File: config.mk
export PLATFORM = sky130hd
export DESIGN_NAME = joystick_input_controller
export DESIGN_NICKNAME = d
export VERILOG_FILES = /design/src/rtl/tetris_input_pkg.sv /design/src/rtl/button_debounce.sv /design/src/rtl/joystick_input_controller.sv
export SDC_FILE = /design/constraint.sdc
export NUM_CORES = 1
export LEC_CHECK = 0
export CORE_MARGIN = 3
export CORE_UTILIZATION = 46
export DETAILED_ROUTE_END_ITERATION = 16
export HOLD_SLACK_MARGIN = 0.08
export PLACE_DENSITY = 0.6
export SKIP_CTS_REPAIR_TIMING = 1
export SLEW_MARGIN = 20
export SYNTH_ARGS = -nofsm -noshare
export SYNTH_HDL_FRONTEND = slang
export SYNTH_SLANG_ARGS = --single-unit
File: constraint.sdc
create_clock -name clock -period 4.5 [get_ports clock]
set_input_delay 0.9 -clock clock [delete_from_list [all_inputs] [get_ports clock]]
set_output_delay 0.9 -clock clock [all_outputs]
set_load 0.01 [all_outputs]
File: src/rtl/tetris_input_pkg.sv
// rtl/tetris_input_pkg.sv - shared constants and types for the joystick input path
package tetris_input_pkg;

    localparam int NUM_BTN = 8;

    // Bit positions of the JB header pins inside the buttons vector
    localparam int BTN_UP    = 0;
    localparam int BTN_RIGHT = 1;
    localparam int BTN_DOWN  = 2;
    localparam int BTN_LEFT  = 3;
    localparam int BTN_SL    = 4;
    localparam int BTN_SR    = 5;
    localparam int BTN_HOLD  = 6;
    localparam int BTN_RST   = 7;

    // Event code per button, nibble i holds the JB pin number of bit i
    localparam logic [31:0] KEY_CODE_LUT = {4'd10, 4'd9, 4'd8, 4'd7, 4'd4, 4'd3, 4'd2, 4'd1};

    typedef enum logic [1:0] {
        IDLE   = 2'd0,
        DELAY  = 2'd1,
        REPEAT = 2'd2
    } rpt_state_e;

    function automatic logic [3:0] code_of(input logic [2:0] idx);
        return KEY_CODE_LUT[{idx, 2'b00} +: 4];
    endfunction

endpackage

File: src/rtl/button_debounce.sv
// rtl/button_debounce.sv - two-flop synchronizer plus stable-count debouncer for one pin
module button_debounce
    import tetris_input_pkg::*;
#(
    parameter int DEBOUNCE_CYCLES = 50000
) (
    input  logic clock,
    input  logic reset,
    input  logic pin,
    output logic level,
    output logic rise,
    output logic fall
);

    localparam int CW = (DEBOUNCE_CYCLES > 1) ? $clog2(DEBOUNCE_CYCLES + 1) : 1;

    logic          sync1_q, sync1_d;
    logic          sync2_q, sync2_d;
    logic          level_q, level_d;
    logic          rise_q,  rise_d;
    logic          fall_q,  fall_d;
    logic [CW-1:0] cnt_q,   cnt_d;

    // Count consecutive mismatch cycles; any agreement restarts the count
    always_comb begin
        sync1_d = pin;
        sync2_d = sync1_q;
        level_d = level_q;
        cnt_d   = '0;
        rise_d  = 1'b0;
        fall_d  = 1'b0;
        if (sync2_q != level_q) begin
            if (cnt_q == CW'(DEBOUNCE_CYCLES - 1)) begin
                level_d = ~level_q;
                rise_d  = ~level_q;
                fall_d  = level_q;
            end else begin
                cnt_d = cnt_q + 1'b1;
            end
        end
    end

    // State registers; rise/fall are one-cycle pulses aligned with the level change
    always_ff @(posedge clock or negedge reset) begin
        if (!reset) begin
            sync1_q <= 1'b0;
            sync2_q <= 1'b0;
            level_q <= 1'b0;
            rise_q  <= 1'b0;
            fall_q  <= 1'b0;
            cnt_q   <= '0;
        end else begin
            sync1_q <= sync1_d;
            sync2_q <= sync2_d;
            level_q <= level_d;
            rise_q  <= rise_d;
            fall_q  <= fall_d;
            cnt_q   <= cnt_d;
        end
    end

    assign level = level_q;
    assign rise  = rise_q;
    assign fall  = fall_q;

endmodule

File: src/rtl/joystick_input_controller.sv
// rtl/joystick_input_controller.sv - debounced key events with auto-repeat, queued for the CPU
module joystick_input_controller
    import tetris_input_pkg::*;
#(
    parameter int         DEBOUNCE_CYCLES = 50000,
    parameter int         DAS_CYCLES      = 8000000,
    parameter int         ARR_CYCLES      = 2500000,
    parameter logic [7:0] REPEAT_MASK     = 8'b0000_1110,
    parameter int         DEPTH           = 4
) (
    input  logic       clock,
    input  logic       reset,
    input  logic [7:0] buttons,
    input  logic       key_ack,
    output logic       key_valid,
    output logic [3:0] key_code,
    output logic [7:0] level,
    output logic       overflow
);

    localparam int TMAX = (DAS_CYCLES > ARR_CYCLES) ? DAS_CYCLES : ARR_CYCLES;
    localparam int TW   = $clog2(TMAX + 1) + 1;
    localparam int AW   = $clog2(DEPTH);

    logic [7:0] lvl;
    logic [7:0] rise;
    logic [7:0] fall;

    // One synchronizer/debouncer per pin
    genvar g;
    generate
        for (g = 0; g < NUM_BTN; g++) begin : g_btn
            button_debounce #(
                .DEBOUNCE_CYCLES(DEBOUNCE_CYCLES)
            ) u_debounce (
                .clock(clock),
                .reset(reset),
                .pin  (buttons[g]),
                .level(lvl[g]),
                .rise (rise[g]),
                .fall (fall[g])
            );
        end
    endgenerate

    rpt_state_e    state_q,  state_d;
    logic [2:0]    target_q, target_d;
    logic [TW-1:0] timer_q,  timer_d;
    logic          fire;
    logic [7:0]    fire_vec;
    logic [7:0]    rpt_rise;

    // Auto-repeat: newest repeatable press retargets, target release returns to IDLE
    always_comb begin
        state_d  = state_q;
        target_d = target_q;
        timer_d  = timer_q;
        fire     = 1'b0;
        fire_vec = '0;
        rpt_rise = rise & REPEAT_MASK;
        case (state_q)
            DELAY: begin
                if (timer_q == TW'(DAS_CYCLES)) begin
                    fire    = 1'b1;
                    state_d = REPEAT;
                    timer_d = TW'(1);
                end else begin
                    timer_d = timer_q + 1'b1;
                end
            end
            REPEAT: begin
                if (timer_q == TW'(ARR_CYCLES)) begin
                    fire    = 1'b1;
                    timer_d = TW'(1);
                end else begin
                    timer_d = timer_q + 1'b1;
                end
            end
            default: ;
        endcase
        if (state_q != IDLE && fall[target_q]) begin
            fire    = 1'b0;
            state_d = IDLE;
            timer_d = '0;
        end
        if (|rpt_rise) begin
            for (int i = 0; i < NUM_BTN; i++) begin
                if (rpt_rise[i]) begin
                    target_d = 3'(i);
                end
            end
            state_d = DELAY;
            timer_d = TW'(1);
        end
        if (fire) begin
            fire_vec[target_q] = 1'b1;
        end
    end

    // Repeat FSM registers
    always_ff @(posedge clock or negedge reset) begin
        if (!reset) begin
            state_q  <= IDLE;
            target_q <= '0;
            timer_q  <= '0;
        end else begin
            state_q  <= state_d;
            target_q <= target_d;
            timer_q  <= timer_d;
        end
    end

    logic [7:0] pending_q, pending_d;
    logic [7:0] req;
    logic [2:0] win_idx;
    logic       push;
    logic [3:0] push_code;

    // Highest pin number wins the single push slot; losers stay pending
    always_comb begin
        req     = pending_q | rise | fire_vec;
        win_idx = '0;
        push    = 1'b0;
        for (int i = 0; i < NUM_BTN; i++) begin
            if (req[i]) begin
                win_idx = 3'(i);
                push    = 1'b1;
            end
        end
        pending_d = req;
        if (push) begin
            pending_d[win_idx] = 1'b0;
        end
        push_code = code_of(win_idx);
    end

    logic [3:0]  mem_q [DEPTH];
    logic [3:0]  mem_d [DEPTH];
    logic [AW-1:0] wr_ptr_q, wr_ptr_d;
    logic [AW-1:0] rd_ptr_q, rd_ptr_d;
    logic [AW:0]   count_q,  count_d;
    logic          key_valid_q, key_valid_d;
    logic [3:0]    key_code_q,  key_code_d;
    logic          overflow_q,  overflow_d;
    logic          pop;
    logic          wr_en;

    // Event FIFO; a full push is dropped unless a pop frees the slot in the same cycle
    always_comb begin
        mem_d       = mem_q;
        pop         = key_ack && (count_q != '0);
        wr_en       = push && ((count_q != (AW+1)'(DEPTH)) || pop);
        overflow_d  = overflow_q | (push && !wr_en);
        if (wr_en) begin
            mem_d[wr_ptr_q] = push_code;
        end
        wr_ptr_d    = wr_ptr_q + AW'(wr_en);
        rd_ptr_d    = rd_ptr_q + AW'(pop);
        count_d     = count_q + (AW+1)'(wr_en) - (AW+1)'(pop);
        key_valid_d = (count_d != '0);
        key_code_d  = key_valid_d ? mem_d[rd_ptr_d] : 4'd0;
    end

    // FIFO, pending and registered output state
    always_ff @(posedge clock or negedge reset) begin
        if (!reset) begin
            for (int i = 0; i < DEPTH; i++) begin
                mem_q[i] <= '0;
            end
            wr_ptr_q    <= '0;
            rd_ptr_q    <= '0;
            count_q     <= '0;
            pending_q   <= '0;
            key_valid_q <= 1'b0;
            key_code_q  <= '0;
            overflow_q  <= 1'b0;
        end else begin
            mem_q       <= mem_d;
            wr_ptr_q    <= wr_ptr_d;
            rd_ptr_q    <= rd_ptr_d;
            count_q     <= count_d;
            pending_q   <= pending_d;
            key_valid_q <= key_valid_d;
            key_code_q  <= key_code_d;
            overflow_q  <= overflow_d;
        end
    end

    assign key_valid = key_valid_q;
    assign key_code  = key_code_q;
    assign level     = lvl;
    assign overflow  = overflow_q;

endmodule

==> metrics.txt <==
critical path fanouts, max 9; Rows 54; final slew viol count 0; synthesis-stage register bit count 229; min cycle time layout 3.81 ns; first-iteration detailed-routing DRC count 415; Ant. Diodes 0; Hold Vio Cnt, Final 0; Routed Antenna Nets 0; Synth Flop Type dfrtp_1; Unique masters post-synth 58; fin crit share 84.6%; Post-Syn Area 10600 um^2; worst reg2reg path depth 12; Slew @ Worst Pin 0.788 ns; CP max stage cell or4_4; IO Pins 25; Hold Crit Class flip-flop to flip-flop; critical path class flip-flop to flip-flop; CTS tree done; Root Buffer Master clkbuf_16; CTS Buffer Depth 3; crit path DAT 4.20 ns; Area Growth Syn to Fin 12.8%; GRT Resource Usage Total 15.9%; syn avg cell area 10.4 um^2; initial antenna violation count 0; Ys Warns 0; GRT overflow 0; flop2flop setup slack 0.69 ns; Final nets 1085; routability cong. 0.753; Die Height 158 um; Initial DRT Pass Iterations 4; peak supply drop 303 uV; CP delay by family, top simple AND/OR/NAND/NOR gates; Hold Path Origin g_btn[4].u_debounce.sync1_q; vias 7035; CTS clk-pin slew, worst paths 0.06 ns; TNS Setup 0 ns; syn_nets 1053; Detailed Place HPWL 12600 um; Crit path required time 4.90 ns; DRC 0; sequential area share after synthesis 54.2%; crit-path max cell delay 0.56 ns; reg-to-reg endpoint key_code[2]; worst hold slack 0.346 ns; Startpoint Class flip-flop; skew final 0.0123 ns; hold depth 0; Hold Path End g_btn[4].u_debounce.sync2_q; Core Area 22200 um^2; Reg2Reg Launch Point timer_q[20]; die width 158 um; routed wire length 19000 um; RSZ-0062 raised after global routing no; CTS buffer count 26; starting density of the core 47.6%; fmax 263 MHz; PnR Total Power 0.00494 W; Post-synth EDFFs 0; largest net degree at the start of global routing 106; setup violators final 0; H-tree depth 1; CP Depth 12; crit-path cells nand4bb_1 > or4_4 > a21oi_1 > a311o_1 > and2_1 > o21a_1 > inv_1 > ha_1 > mux2_2 > mux2_1 > mux4_2 > and2_1; CTS sink cnt 229; status complete, no violations; number of global-route vias before repair 6875; crit end category flip-flop; Port Buffer Count 24; global-route wire length before repair 33300 um; Max-slew headroom 47.5%; Async S/R FF share, synth 100%; Synth Instances 1021; share of cells above drive strength 1 8.14%; die area 24800 um^2; critical path buffer and inverter count 1; most used cell, CP and2_1; P_leak 5.32 nW; average wire per standard cell 14.1 um; pwr/cell area 414 nW/um^2; max_cap viols 0; clk_lat worst skew 0.52 ns; Vias/cell 5.21
## area by class of cell
| type | count | area, um^2 |
|---|---|---|
| repair buffers | 30 | 290 |
| well taps | 280 | 350 |
| clock inverters | 6 | 80.1 |
| inverters | 26 | 97.6 |
| flip-flops and latches | 229 | 5730 |
| clock buffers | 38 | 767 |
| multi-input cells | 740 | 4600 |
| fillers | 1983 | 10300 |
## worst max-delay path by stage
| stage | slack, ns | start | endpoint |
|---|---|---|---|
| 6_report | 0.69 | timer_q[20] | key_code[2] |
| 5_1_grt | 0.40 | timer_q[10] | key_code[2] |
| 4_1_cts | 0.70 | timer_q[10] | key_code[2] |
| 3_5_place_dp | 0.72 | timer_q[20] | key_code[2] |
| 3_3_place_gp | 0.81 | timer_q[20] | key_code[2] |
| 2_1_floorplan | 1.02 | timer_q[20] | key_code[2] |
## power breakdown
part | internal, W | switching (W) | leakage [nW]
Clock | 0.00128 | 0.000795 | 0.420
Sequential | 0.00221 | 0.0000715 | 3.08
Combinational | 0.000290 | 0.000287 | 1.82
## synthesized netlist by cell type (12+ instances only)
| cell type | instances | area, um^2 |
|---|---|---|
| nand2_1 | 75 | 282 |
| nand4_1 | 23 | 144 |
| and3_1 | 42 | 263 |
| nor3_1 | 28 | 140 |
| nor4b_1 | 13 | 114 |
| xor2_1 | 72 | 631 |
| o21ai_0 | 30 | 150 |
| inv_1 | 26 | 97.6 |
| nand3_1 | 52 | 260 |
| clkbuf_1 | 16 | 60.1 |
| nor3b_1 | 18 | 135 |
| ha_1 | 20 | 250 |
| xnor2_1 | 53 | 464 |
| nor2_1 | 186 | 698 |
| nor4_1 | 12 | 75.1 |
| a21oi_1 | 24 | 120 |
| mux2_2 | 18 | 203 |
| dfrtp_1 | 229 | 5730 |
## kinds of logic (layout without fill, tap and decap cells)
group	count (synthesis)	in the layout	share of synthesized area (%)
flops	229	229	54.2
other cells	1	1	0.0355
compound gates	74	74	4.19
buf+inv	52	100	2.24
simple gates	491	491	23.0
xor+xnor	125	125	10.4
mux	28	28	3.43
fa+ha+maj	21	21	2.56
## worst reg2reg max path, cell delays in order (launching register included)
cell	delay, ns
dfrtp_1	0.46
nand4bb_1	0.22
or4_4	0.56
a21oi_1	0.23
a311o_1	0.24
and2_1	0.13
o21a_1	0.24
inv_1	0.14
ha_1	0.23
mux2_2	0.31
mux2_1	0.32
mux4_2	0.45
and2_1	0.16
## sequential cells by signal (all words and copies together) (netlist names), 8 cells and up
name,cells
g_btn.u_debounce.cnt_q,128
mem_q,16
timer_q,24
pending_q,8
g_btn.u_debounce.rise,8
g_btn.u_debounce.sync1_q,8
g_btn.u_debounce.sync2_q,8
g_btn.u_debounce.level,8
## layer usage
layer | wire (um) | vias to the layer above | part of all wire [%] | global-route usage [%]
met4 | 313 | 0 | 1.6 | 3.72
met2 | 8430 | 79 | 44 | 24.4
li1 | - | 3529 | - | -
met1 | 9560 | 3404 | 50 | 23.8
met5 | 0 | - | 0 | 0
met3 | 683 | 23 | 3.6 | 2.93
## cells in the final DEF (no fill, tap or decap), types with 24 or more instances in the layout
master | netlist | layout
a21oi_1 | 24 | 24
and3_1 | 42 | 42
clkbuf_16 | 0 | 27
dfrtp_1 | 229 | 229
inv_1 | 26 | 26
nand2_1 | 75 | 75
nand3_1 | 52 | 52
nor2_1 | 186 | 186
nor3_1 | 28 | 28
o21ai_0 | 30 | 30
xnor2_1 | 53 | 53
xor2_1 | 72 | 72
## through the flow
step	instances	area (um^2)	util (%)	setup slack, ns
3_5_place_dp	1305	11100	49.8	0.723
5_1_grt	1349	11900	53.6	0.399
3_3_place_gp	1305	11100	49.8	0.813
4_1_cts	1349	11900	53.6	0.699
2_1_floorplan	1021	10600	-	1.02
6_report	1349	11900	53.6	0.694
(Power assumes the default switching activity.)
